**src/rtl/led_pkg.sv**
```systemverilog
// Shared definitions for the LED frame writer: FSM states, default geometry
// and the address-width helper.
package led_pkg;

    localparam int unsigned LED_DEF_N = 2;
    localparam int unsigned LED_DEF_M = 2;
    localparam int unsigned LED_COUNT = LED_DEF_N * LED_DEF_M;

    typedef enum logic [1:0] {
        ST_IDLE   = 2'd0,
        ST_ISSUE  = 2'd1,
        ST_WAIT   = 2'd2,
        ST_FINISH = 2'd3
    } led_state_e;

    // Width of the matrix select address (n bits followed by m bits)
    function automatic int unsigned led_addr_w(input int unsigned n_bits, input int unsigned m_bits);
        return n_bits + m_bits;
    endfunction

endpackage

```
**src/rtl/led_timeout_counter.sv**
```systemverilog
// Per-write wait counter: counts cycles spent waiting for done_tick and
// flags the cycle in which the count reaches 2^TIMEOUT_BITS-1.
module led_timeout_counter #(
    parameter int unsigned TIMEOUT_BITS = 4
) (
    input  logic clk,
    input  logic reset,
    input  logic clear,
    input  logic count_en,
    output logic expire_c
);

    localparam logic [TIMEOUT_BITS-1:0] LIMIT = '1;
    localparam logic [TIMEOUT_BITS-1:0] ONE   = TIMEOUT_BITS'(1);

    logic [TIMEOUT_BITS-1:0] cnt;

    // Count completed wait cycles, saturating at the limit
    always_ff @(posedge clk or negedge reset) begin
        if (!reset) begin
            cnt <= '0;
        end else if (clear) begin
            cnt <= '0;
        end else if (count_en && (cnt != LIMIT)) begin
            cnt <= cnt + ONE;
        end
    end

    // The current counting cycle is the one that brings the count to the limit
    assign expire_c = count_en && (cnt == (LIMIT - ONE));

endmodule

```
**src/rtl/led_frame_writer.sv**
```systemverilog
// Replays a whole LED frame into led_matrix as single-LED sel/sel_addr/en
// writes, paced by done_tick, with a per-write timeout.
// Optional feature: define LED_FRAME_WRITER_DIFF_EN to keep a shadow of the
// acknowledged matrix contents and write only LEDs that differ from it.
module led_frame_writer
    import led_pkg::*;
#(
    parameter int unsigned LEDS_N       = LED_DEF_N,
    parameter int unsigned LEDS_M       = LED_DEF_M,
    parameter int unsigned N_BITS       = 2,
    parameter int unsigned M_BITS       = 2,
    parameter int unsigned PWM_BITS     = 1,
    parameter int unsigned TIMEOUT_BITS = 4
) (
    input  logic                                clk,
    input  logic                                reset,
    input  logic [LEDS_N*LEDS_M-1:0]            frame,
    input  logic [PWM_BITS-1:0]                 brightness_in,
    input  logic                                start,
    output logic                                busy,
    output logic                                done,
    output logic                                err,
    output logic [PWM_BITS-1:0]                 brightness,
    output logic [led_addr_w(N_BITS,M_BITS)-1:0] sel_addr,
    output logic                                sel,
    output logic                                en,
    input  logic                                done_tick
);

    localparam int unsigned NUM_LEDS = LEDS_N * LEDS_M;
    localparam int unsigned ADDR_W   = led_addr_w(N_BITS, M_BITS);
    localparam int unsigned IDX_W    = (NUM_LEDS > 1) ? $clog2(NUM_LEDS) : 1;
    localparam logic [IDX_W-1:0] LAST_IDX = IDX_W'(NUM_LEDS - 1);
    localparam logic [IDX_W-1:0] IDX_ONE  = IDX_W'(1);

    led_state_e            state_q, state_d;
    logic [IDX_W-1:0]      idx_q, idx_d;
    logic [NUM_LEDS-1:0]   frame_q, frame_d;
    logic [PWM_BITS-1:0]   brightness_d;
    logic [ADDR_W-1:0]     sel_addr_d;
    logic                  sel_d, en_d, busy_d, done_d, err_d;
    logic                  advance_c, issue_c, need_c, expire_c;
    logic [IDX_W-1:0]      issue_idx_c;
`ifdef LED_FRAME_WRITER_DIFF_EN
    logic [NUM_LEDS-1:0]   shadow_q, shadow_d;
`endif

    led_timeout_counter #(
        .TIMEOUT_BITS (TIMEOUT_BITS)
    ) u_timeout (
        .clk      (clk),
        .reset    (reset),
        .clear    (state_q != ST_WAIT),
        .count_en (state_q == ST_WAIT),
        .expire_c (expire_c)
    );

    // Next state and next registered outputs; outputs are computed one cycle
    // ahead so the strobe for an index appears in the cycle it is issued
    always_comb begin
        state_d      = state_q;
        idx_d        = idx_q;
        frame_d      = frame_q;
        brightness_d = brightness;
        sel_addr_d   = sel_addr;
        sel_d        = 1'b0;
        en_d         = en;
        busy_d       = busy;
        done_d       = 1'b0;
        err_d        = err;
        advance_c    = 1'b0;
        issue_c      = 1'b0;
        need_c       = 1'b0;
        issue_idx_c  = '0;
`ifdef LED_FRAME_WRITER_DIFF_EN
        shadow_d     = shadow_q;
`endif

        case (state_q)
            ST_IDLE: begin
                if (start) begin
                    frame_d      = frame;
                    brightness_d = brightness_in;
                    err_d        = 1'b0;
                    busy_d       = 1'b1;
                    issue_c      = 1'b1;
                    issue_idx_c  = '0;
                end
            end
            ST_ISSUE: begin
                // A strobe this cycle means a write is in flight; otherwise the index was skipped
                if (sel) begin
                    state_d = ST_WAIT;
                end else begin
                    advance_c = 1'b1;
                end
            end
            ST_WAIT: begin
                // An acknowledge in the expiry cycle still counts as success
                if (done_tick) begin
`ifdef LED_FRAME_WRITER_DIFF_EN
                    shadow_d[idx_q] = frame_q[idx_q];
`endif
                    advance_c = 1'b1;
                end else if (expire_c) begin
                    err_d     = 1'b1;
                    advance_c = 1'b1;
                end
            end
            ST_FINISH: begin
                state_d = ST_IDLE;
            end
            default: begin
                state_d = ST_IDLE;
            end
        endcase

        if (advance_c) begin
            if (idx_q == LAST_IDX) begin
                state_d = ST_FINISH;
                done_d  = 1'b1;
                busy_d  = 1'b0;
            end else begin
                issue_c     = 1'b1;
                issue_idx_c = idx_q + IDX_ONE;
            end
        end

        if (issue_c) begin
            state_d = ST_ISSUE;
            idx_d   = issue_idx_c;
`ifdef LED_FRAME_WRITER_DIFF_EN
            need_c  = frame_d[issue_idx_c] != shadow_q[issue_idx_c];
`else
            need_c  = 1'b1;
`endif
            if (need_c) begin
                sel_d      = 1'b1;
                sel_addr_d = ADDR_W'(issue_idx_c);
                en_d       = frame_d[issue_idx_c];
            end
        end
    end

    // State, latched frame and registered outputs
    always_ff @(posedge clk or negedge reset) begin
        if (!reset) begin
            state_q    <= ST_IDLE;
            idx_q      <= '0;
            frame_q    <= '0;
            brightness <= '0;
            sel_addr   <= '0;
            sel        <= 1'b0;
            en         <= 1'b0;
            busy       <= 1'b0;
            done       <= 1'b0;
            err        <= 1'b0;
        end else begin
            state_q    <= state_d;
            idx_q      <= idx_d;
            frame_q    <= frame_d;
            brightness <= brightness_d;
            sel_addr   <= sel_addr_d;
            sel        <= sel_d;
            en         <= en_d;
            busy       <= busy_d;
            done       <= done_d;
            err        <= err_d;
        end
    end

`ifdef LED_FRAME_WRITER_DIFF_EN
    // Shadow of the LED values the matrix has acknowledged
    always_ff @(posedge clk or negedge reset) begin
        if (!reset) begin
            shadow_q <= '0;
        end else begin
            shadow_q <= shadow_d;
        end
    end
`endif

endmodule
```
**config.mk**
```make
export PLATFORM = sky130hd
export DESIGN_NAME = led_frame_writer
export DESIGN_NICKNAME = d
export VERILOG_FILES = /design/src/rtl/led_pkg.sv /design/src/rtl/led_timeout_counter.sv /design/src/rtl/led_frame_writer.sv
export SDC_FILE = /design/constraint.sdc
export NUM_CORES = 1
export LEC_CHECK = 0
export BUFFER_PORTS_ARGS = -buffer_cell sky130_fd_sc_hd__buf_2
export CAP_MARGIN = 20
export CORE_UTILIZATION = 48
export DETAILED_ROUTE_END_ITERATION = 8
export PLACE_DENSITY = 0.76
export SYNTH_ARGS = -nofsm -noshare
export SYNTH_HDL_FRONTEND = slang
export SYNTH_SLANG_ARGS = --single-unit
```
**constraint.sdc**
```tcl
create_clock -name clk -period 1.8 [get_ports clk]
set_input_delay 0.18 -clock clk [delete_from_list [all_inputs] [get_ports clk]]
set_output_delay 0.18 -clock clk [all_outputs]
set_load 0.02 [all_outputs]
```
== Word level (Yosys, flattened, before mapping) ==
Index checks and enable logic that the tools add are counted.
Word-level totals
  register bits: 18
  bits of input ports: 9
  output and inout bits: 10
  logic and storage cells: 62
Operators by class
  $add $sub $neg: 2
  magnitude comparators: 1
  equal/unequal tests: 10
  muxes and demuxes: 32
  reduce and logical (&&, ||, !) cells: 7
Operators by type and width (number)
  $mux W1: 18
  $mux W4: 4
  $mux W2: 6
  $ne A2 B2 Y1 const B: 4
  $eq A2 B2 Y1 const B: 3
  $add A4 B1 Y4 const B: 1
  $eq A4 B4 Y1 const B: 1
  $ne A4 B4 Y1 const B: 1
  $pmux W1 S2: 2
  $pmux W2 S2: 1
  $reduce_and A4 Y1: 1
  $reduce_bool A2 Y1: 2
  $lt A2 B3 Y1 const B: 1
  $add A2 B1 Y2 const B: 1
  $bmux W1 S2: 1
  $eq A2 B1 Y1 const B: 1
  $logic_and A1 B1 Y1: 2
  $logic_not A2 Y1: 1
  $reduce_and A2 Y1: 1

== Logic depth before layout (Yosys ltp) ==
Gate-level depths: netlist of run 1.
  word-level depth: 8
  gate-level depth with buffers: 8
  mapped depth without buffers: 7

== Modules after synthesis ==
Synthesis of run 1 repeated with hierarchy kept, for this count alone.
Second synthesis, totals
  cells, all modules: 93
  area total of the unflattened synthesis: 1026.0 µm²
By module, submodules not included
  led_frame_writer: times used 1, cells an instance 70, area an instance 765.7 µm²
  led_timeout_counter: times used 1, cells an instance 23, area an instance 260.2 µm²

== Least setup slack after synthesis of run 1 ==
Ideal clock, no wire load.
  path kind: register -> register
  from: register sel_addr[0] (netlist name)
  to: register en
  setup time: 0.138 ns
  data arrival time: 1.675 ns
  data required time: 1.662 ns
  path slack: -0.013 ns
  cell stages (with the launch flop): 6
  buffers on the path: 0
  period minus slack after synthesis: 1.813 ns
  path through: dfrtp_1 > ha_1 > nor2_1 > mux4_1 > nand3_1 > a41oi_2
RTL lines
  end signal, assigned: line led_frame_writer.sv:165  | en <= en_d;
  end, declared: line led_frame_writer.sv:26  | output logic en,

== Worst setup path after layout of run 1 ==
  from: register state_q[0]
  to: register en
Between the ends
  cells in the longest elaborated chain, start to end: 8
  elaborated cells on any way between the ends: 14
  those cells by class: 2 x eq/ne; 10 x mux; 2 x reduce/logical
RTL lines
  start, declared: line led_frame_writer.sv:36  | led_state_e state_q, state_d;
  start signal, assigned: line led_frame_writer.sv:159  | state_q <= state_d;
  $eq A2 B2 Y1: line led_frame_writer.sv:54, led_frame_writer.sv:79
  $logic_and A1 B1 Y1: line led_timeout_counter.sv:30  | assign expire_c = count_en && (cnt == (LIMIT - ONE));
  $mux W1: line led_frame_writer.sv:105  | end else if (expire_c) begin
  $mux W1: line led_frame_writer.sv:100  | if (done_tick) begin
  $pmux W1 S2: line led_frame_writer.sv:79  | case (state_q)
  $mux W2: line led_frame_writer.sv:118  | if (advance_c) begin
  $bmux W1 S2: line led_frame_writer.sv:140  | en_d = frame_d[issue_idx_c];
  $mux W1 (not written as such): line led_frame_writer.sv:140
Several ways; a longest one is shown, not always the timed one. The select of a mux whose other input is x is not followed.
A chain may end at the register's enable or synchronous reset.

==> results of run 1 <==
==> registers in the layout (all words and copies together), names as in the netlist <==
register,flops
done,1
busy,1
sel,1
err,1
state_q,2
brightness,1
frame_q,4
en,1
u_timeout.cnt,4
sel_addr,2
==> worst paths after layout <==
check | startpoint | end | cells after the start
min | brightness_in | brightness | 2
max in group asynchronous | reset | frame_q[0] | 2
min in group asynchronous | reset | frame_q[3] | 2
max | state_q[0] | en | 7
min reg2reg | busy | busy | 2
max reg2reg | state_q[0] | en | 7
==> timing repair <==
item / CTS / global route
resized for setup: 2 / 4
cloned: 0 / 0
hold buffers: 1 / 0
hold endpoints to repair: 18 / 0
pin swaps: 0 / 1
setup endpoints to repair: 2 / 3
buffers inserted: 1 / 1
==> where the power goes <==
part | internal, mW | total (mW) | switching [mW]
registers | 0.537 | 0.615 | 0.0776
logic | 0.468 | 0.944 | 0.475
clock network | 0.123 | 0.248 | 0.125
total | 1.13 | 1.81 | 0.678
==> cell type report <==
class / count / area, um^2 / share of cell area, %
Clock buffer: 4 / 36.3 / 3.05
Timing Repair Buffer: 26 / 158 / 13.2
Tap cell: 25 / 31.3 / 2.63
Sequential cell: 18 / 450 / 37.8
Multi-Input combinational cell: 58 / 489 / 41.1
Inverter: 7 / 26.3 / 2.21
==> metrics by stage <==
step	cells	power (mW)	TNS (ns)
after detailed placement	131	1.52	-0.00566
final	138	1.81	0
after global placement	131	1.48	0
after floorplan	86	1.26	0
after CTS	137	1.79	0
after global routing	138	1.94	0
==> cells by family (layout without fill, tap and decap cells) <==
| group | count (synthesis) | in the layout |
|---|---|---|
| other cells | 1 | 2 |
| fa+ha+maj | 7 | 7 |
| flops | 18 | 18 |
| xor+xnor | 1 | 1 |
| compound gates | 20 | 20 |
| simple gates | 21 | 21 |
| mux | 7 | 7 |
| buf+inv | 10 | 37 |
==> placed cells by master, fill, tap and decap left out, types with 2 or more instances in the layout <==
cell      netlist  final
a211oi_1        2      2
a21oi_1         4      4
and2_1          2      2
buf_2           0     16
buf_4           2      9
clkbuf_4        0      3
conb_1          1      2
dfrtp_1        18     18
ha_1            7      4
ha_2            0      3
inv_1           7      5
inv_2           0      2
mux2_2          4      3
mux2_4          1      2
nand2_1         3      3
nand3_1         5      5
nor2_1          6      6
o21ai_0         5      5
==> per-layer routing <==
metal  share of wire (%)  vias to the layer above  track usage [%]  wire length (um)
li1                    -                      354                -                 -
met1                  47                      339             25.6               870
met3                 2.6                        2             3.46                48
met5                   0                        -                0                 0
met2                  49                       15             35.0               911
met4                0.65                        0             6.86                12
==> results by group, run 1 <==
Placement
  – Placed cell area: 0.00112 mm^2
  – Placer Congestion: 0.823
  – PortBufs: 16
  – DP Wirelength: 1410 um
  – Place WS: -0.00566 ns

STA
  – Final setup margin: a little over 0.05 ns
  – Worst hold slack: 0.123 ns
  – Final Cycle Share: 97.2%
  – Final Hold Fails: 0
  – Final critical-path required period: 1.75 ns
  – RSZ-0062 raised after global routing: false
  – Skew final: 0.00465 ns
  – Max Fclk: 572 MHz
  – Final Max Slew Viols: 0
  – Final setup vio count: 0

Power
  – PD cells: 1520 mW/mm^2
  – Worst vdd rail ir drop: 0.756 mV
  – Pleak: 0.572 nW

Final layout
  – Fin nets: 130
  – Fill cells: 160
  – Final instance area: 0.00119 mm^2
  – Layout cells sized above 1: 42.5%
  – # diodes: 0
  – Util after Layout: 65.4%
  – Area grow syn2layout: 22.1%

Route
  – Initial DRT Pass Iterations: 4
  – Drt first-iter violations: 14
  – Final antenna-violating net count: 0
  – Via/cell ratio: 5.14
  – DRC viols: 0
  – Average wire per standard cell: 13.3 um
  – Routed WL: 1840 um
  – Vias: 710

Global routing
  – Congestion Overflow GR: 0
  – Total GRT Usage: 20.2%
  – Number of antenna violations at the first check in global routing: 0
  – First-pass GRT wire length: 3010 um
  – Vias in the first global route: 692
  – Largest net degree at the start of global routing: 19

Synthesis
  – Synthesized area: 976 um^2
  – Synth top area share: 46.2%
  – Most frequent cell after synthesis: dfrtp_1
  – Syn Area/Cell: 11.5 um^2
  – Largest family of logic cells by synthesized area: compound AO/OA/AOI/OAI gates
  – Distinct cells, synth: 32
  – Simple-Gate Fraction of Synth Area: between 10% and 20%
  – Asr flop ratio synth: 100%
  – YS warnings: 0
  – Synth top cells by count: dfrtp_1 (18), ha_1 (7), inv_1 (7), nor2_1 (6)
  – Top cells by area, synth: dfrtp_1 (46%), ha_1 (9.0%), mux2_2 (4.6%)
  – #FFs+latches synth: 18
  – Cell taking the most area after synthesis: dfrtp_1
  – Syn Inst Count: 85
  – Post-Synth Adder-Cell Area: under 10%
  – XOR/XNOR Fraction of Synth Area: 0.897%
  – Multiplexer share of the synthesized area: under 10%
  – Post-synth EDFFs: 0
  – Synth Flop Type: dfrtp_1
  – Compound-gate portion of the synthesized area: 16.8%
  – Register area share after synthesis: 46.2%

Die
  – Die Ht: 47.1 um
  – IO Pins: 19
  – Initial Util: 53.6%
  – Placeable Area: about 0.0018 mm^2
  – # rows: 15
  – Die area: between 0.002 and 0.0025 mm^2
  – Die W: approximately 47 um

Clock tree
  – H-Tree Level Count: 1
  – CTS tree: built
  – Longest Clk Path Bufs: 2
  – Clk slew on worst S/H paths: approximately 0.11 ns
  – CTS Buf Count: 3
  – Root Driver: clkbuf_4
  – Clk sinks: 18
  – Worst-skew pair later-pin latency: 0.29 ns

Setup path
  – Crit path max fanout: 4
  – Worst EP arrival: 1.92 ns
  – Crit-path max cell delay: 0.42 ns
  – WS Path Type: register to register
  – Worst setup SP type: register
  – Top Family by Delay on Critical Path: compound AO/OA/AOI/OAI gates
  – Element type at the critical path end: register
  – Cells along the critical path: inv_2, ha_2, and4_4, o31a_4, and3_4, o21bai_2, a41oi_2
  – Worst Path Required: 1.97 ns
  – Crit path buffers/inverters: 1
  – Slowest cell on crit path: dfrtp_1
  – Flop2flop setup slack: between 0.05 and 0.06 ns

Worst hold path
  – HP Class: primary input to register

Job
  – Max-cap viol count: 0

Status
  – Outcome: finished clean
Note: power is estimated with default switching activity, not from simulation.
==> run 2: changes to the inputs <==
--- a/config.mk
+++ b/config.mk
@@ -9,7 +9,7 @@
 export CAP_MARGIN = 20
 export CORE_UTILIZATION = 48
 export DETAILED_ROUTE_END_ITERATION = 8
-export PLACE_DENSITY = 0.76
+export PLACE_DENSITY = 0.82
 export SYNTH_ARGS = -nofsm -noshare
 export SYNTH_HDL_FRONTEND = slang
 export SYNTH_SLANG_ARGS = --single-unit
==> results by group, run 2 (synthesized netlist as in run 1, its figures left out) <==
Setup path
  – Cells along the critical path: inv_2, ha_4, and4_4, o31a_4, and3_4, o21bai_4, a41oi_2
  – Crit-path max cell delay: 0.46 ns (+0.04 ns)
  – Worst Path Required: 1.96 ns (about the same)
  – FF-to-FF path depth: 7 (unchanged)
  – WS Path Type: register to register
  – Worst setup SP type: register
  – Top Family by Delay on Critical Path: compound AO/OA/AOI/OAI gates
  – Crit path buffers/inverters: 1 (unchanged)
  – Worst EP arrival: 1.91 ns (about the same)
  – Flop2flop setup slack: 0.05 ns (about the same)
  – Slowest cell on crit path: dfrtp_1
  – Crit path max fanout: 3 (-1)
  – Cell depth of the worst setup path: 7 (unchanged)
  – Element type at the critical path end: register

Global routing
  – Number of antenna violations at the first check in global routing: 0 (unchanged)
  – Vias in the first global route: 729 (+5.3%)
  – Grt peak-use layer: met2
  – Routing usage on met3: 3.85% (+0.38 points)
  – Met1 Use GR: 23.8% (-1.7 points)
  – Total GRT Usage: 19.4% (-0.77 points)
  – First-pass GRT wire length: 3020 um (+0.23%)
  – Congestion Overflow GR: 0 (unchanged)
  – Largest net degree at the start of global routing: 19 (unchanged)
  – Routing usage on met2: 33.3% (-1.7 points)

Die
  – Die area: 0.00222 mm^2 (unchanged)
  – Die Ht: 47.1 um (unchanged)
  – # rows: 15 (unchanged)
  – Initial Util: 53.6% (unchanged)
  – IO Pins: 19 (unchanged)
  – Die W: 47.1 um (unchanged)
  – Placeable Area: 0.00182 mm^2 (unchanged)

Route
  – Vias: 738 (+3.9%)
  – Initial DRT Pass Iterations: 4 (unchanged)
  – Average wire per standard cell: 14.2 um (+6.7%)
  – Via/cell ratio: 5.35 (+3.9%)
  – Routed WL: 1970 um (+6.7%)
  – DRC viols: 0 (unchanged)
  – Drt first-iter violations: 8 (-6)
  – Final antenna-violating net count: 0 (unchanged)

Placement
  – Place WS: -0.000771 ns (+0.00489 ns)
  – DP Wirelength: 1410 um (-0.47%)
  – PortBufs: 16 (unchanged)
  – Placed cell area: 0.00112 mm^2 (unchanged)
  – Placer Congestion: 0.756 (-8.1%)

Worst hold path
  – HP Class: primary input to register
  – Hold path cells: 2 (unchanged)

Clock tree
  – H-Tree Level Count: 1 (unchanged)
  – CTS tree: built
  – Root Driver: clkbuf_4
  – Worst-skew pair later-pin latency: 0.28 ns (about the same)
  – Longest Clk Path Bufs: 2 (unchanged)
  – Clk sinks: 18 (unchanged)
  – Clk slew on worst S/H paths: 0.10 ns (about the same)
  – CTS Buf Count: 3 (unchanged)

Final layout
  – Layout cells sized above 1: 43.4% (+0.88 points)
  – Leading cell types in the layout, fill and taps excluded: dfrtp_1 (18), buf_2 (16), buf_4 (10), nor2_1 (6)
  – # diodes: 0 (unchanged)
  – Commonest non-fill, non-tap cell in the layout: dfrtp_1
  – Fill cells: 163 (+1.9%)
  – Area grow syn2layout: 24.6%
  – Final instance area: 0.00122 mm^2 (+2.1%)
  – Top flop regs: frame_q: 4 flops, u_timeout.cnt: 4 flops
  – Fin nets: 131 (+0.77%)

STA
  – Final critical-path required period: 1.75 ns (+0.000894 ns)
  – Final Max Slew Viols: 0 (unchanged)
  – Final Cycle Share: 97.2% (about the same)
  – Max Fclk: 571 MHz (about the same)
  – Final setup vio count: 0 (unchanged)
  – Skew final: 0.00353 ns (-0.00112 ns)
  – Final Hold Fails: 0 (unchanged)
  – Worst hold slack: 0.122 ns (-0.000541 ns)
  – Final setup margin: 0.0500 ns (-0.000894 ns)

Power
  – Worst vdd rail ir drop: 0.852 mV (+13%)
  – PD cells: 1500 mW/mm^2 (-0.77%)
  – Pleak: 0.575 nW (+0.45%)

Status
  – Outcome: finished clean

Job
  – Max-cap viol count: 0 (unchanged)
## run 2: changes by cell type in the layout (fill, tap and decap cells not counted), sizes merged
cell	before	now
buf	25	26
clkbuf	4	3
## run 2: per-stage QoR
stage	util (%)	power [mW]	cells	setup TNS, ns
after floorplan	-	1.26	86	0
final	66.8	1.83	138	0
after CTS	63.7	1.72	136	0
after global placement	61.5	1.46	131	0
after global routing	66.8	1.94	138	-0.0108
after detailed placement	61.5	1.50	131	-0.000771
## run 2: metal layers
| metal | share of wire (%) | vias to the layer above |
|---|---|---|
| li1 | - | 352 |
| met1 | 43 | 368 |
| met2 | 54 | 14 |
| met3 | 2.0 | 4 |
| met4 | 1.4 | 0 |
| met5 | 0 | - |
## run 2: report_power, final
group / switching, mW / leakage, nW / internal [mW]
clock: 0.116 / 0.0138 / 0.0776
combinational: 0.506 / 0.335 / 0.503
sequential: 0.0899 / 0.226 / 0.537
total: 0.712 / 0.575 / 1.12
## run 2: repair_timing
action	4_1_cts	5_1_grt
endpoints found under the setup margin	1	3
gates resized for setup	0	11
buffers inserted	1	2
hold buffers	1	0
endpoints found under the hold margin	18	0
pin swaps	0	5
## run 2: cell type report
cell class                      instances  area [um^2]  share of cell area (%)
Sequential cell                        18          450                    37.0
Inverter                                7         26.3                    2.16
Timing Repair Buffer                   27          165                    13.6
Multi-Input combinational cell         58          520                    42.8
Clock buffer                            3         22.5                    1.85
Tap cell                               25         31.3                    2.57
## run 2: worst paths after layout
check	start	endpoint
max in group asynchronous	reset	frame_q[3]
worst min-delay path	brightness_in	brightness
min in group asynchronous	reset	state_q[0]
worst min register to register	busy	busy
worst max-delay path	state_q[0]	en
worst max register to register	state_q[0]	en
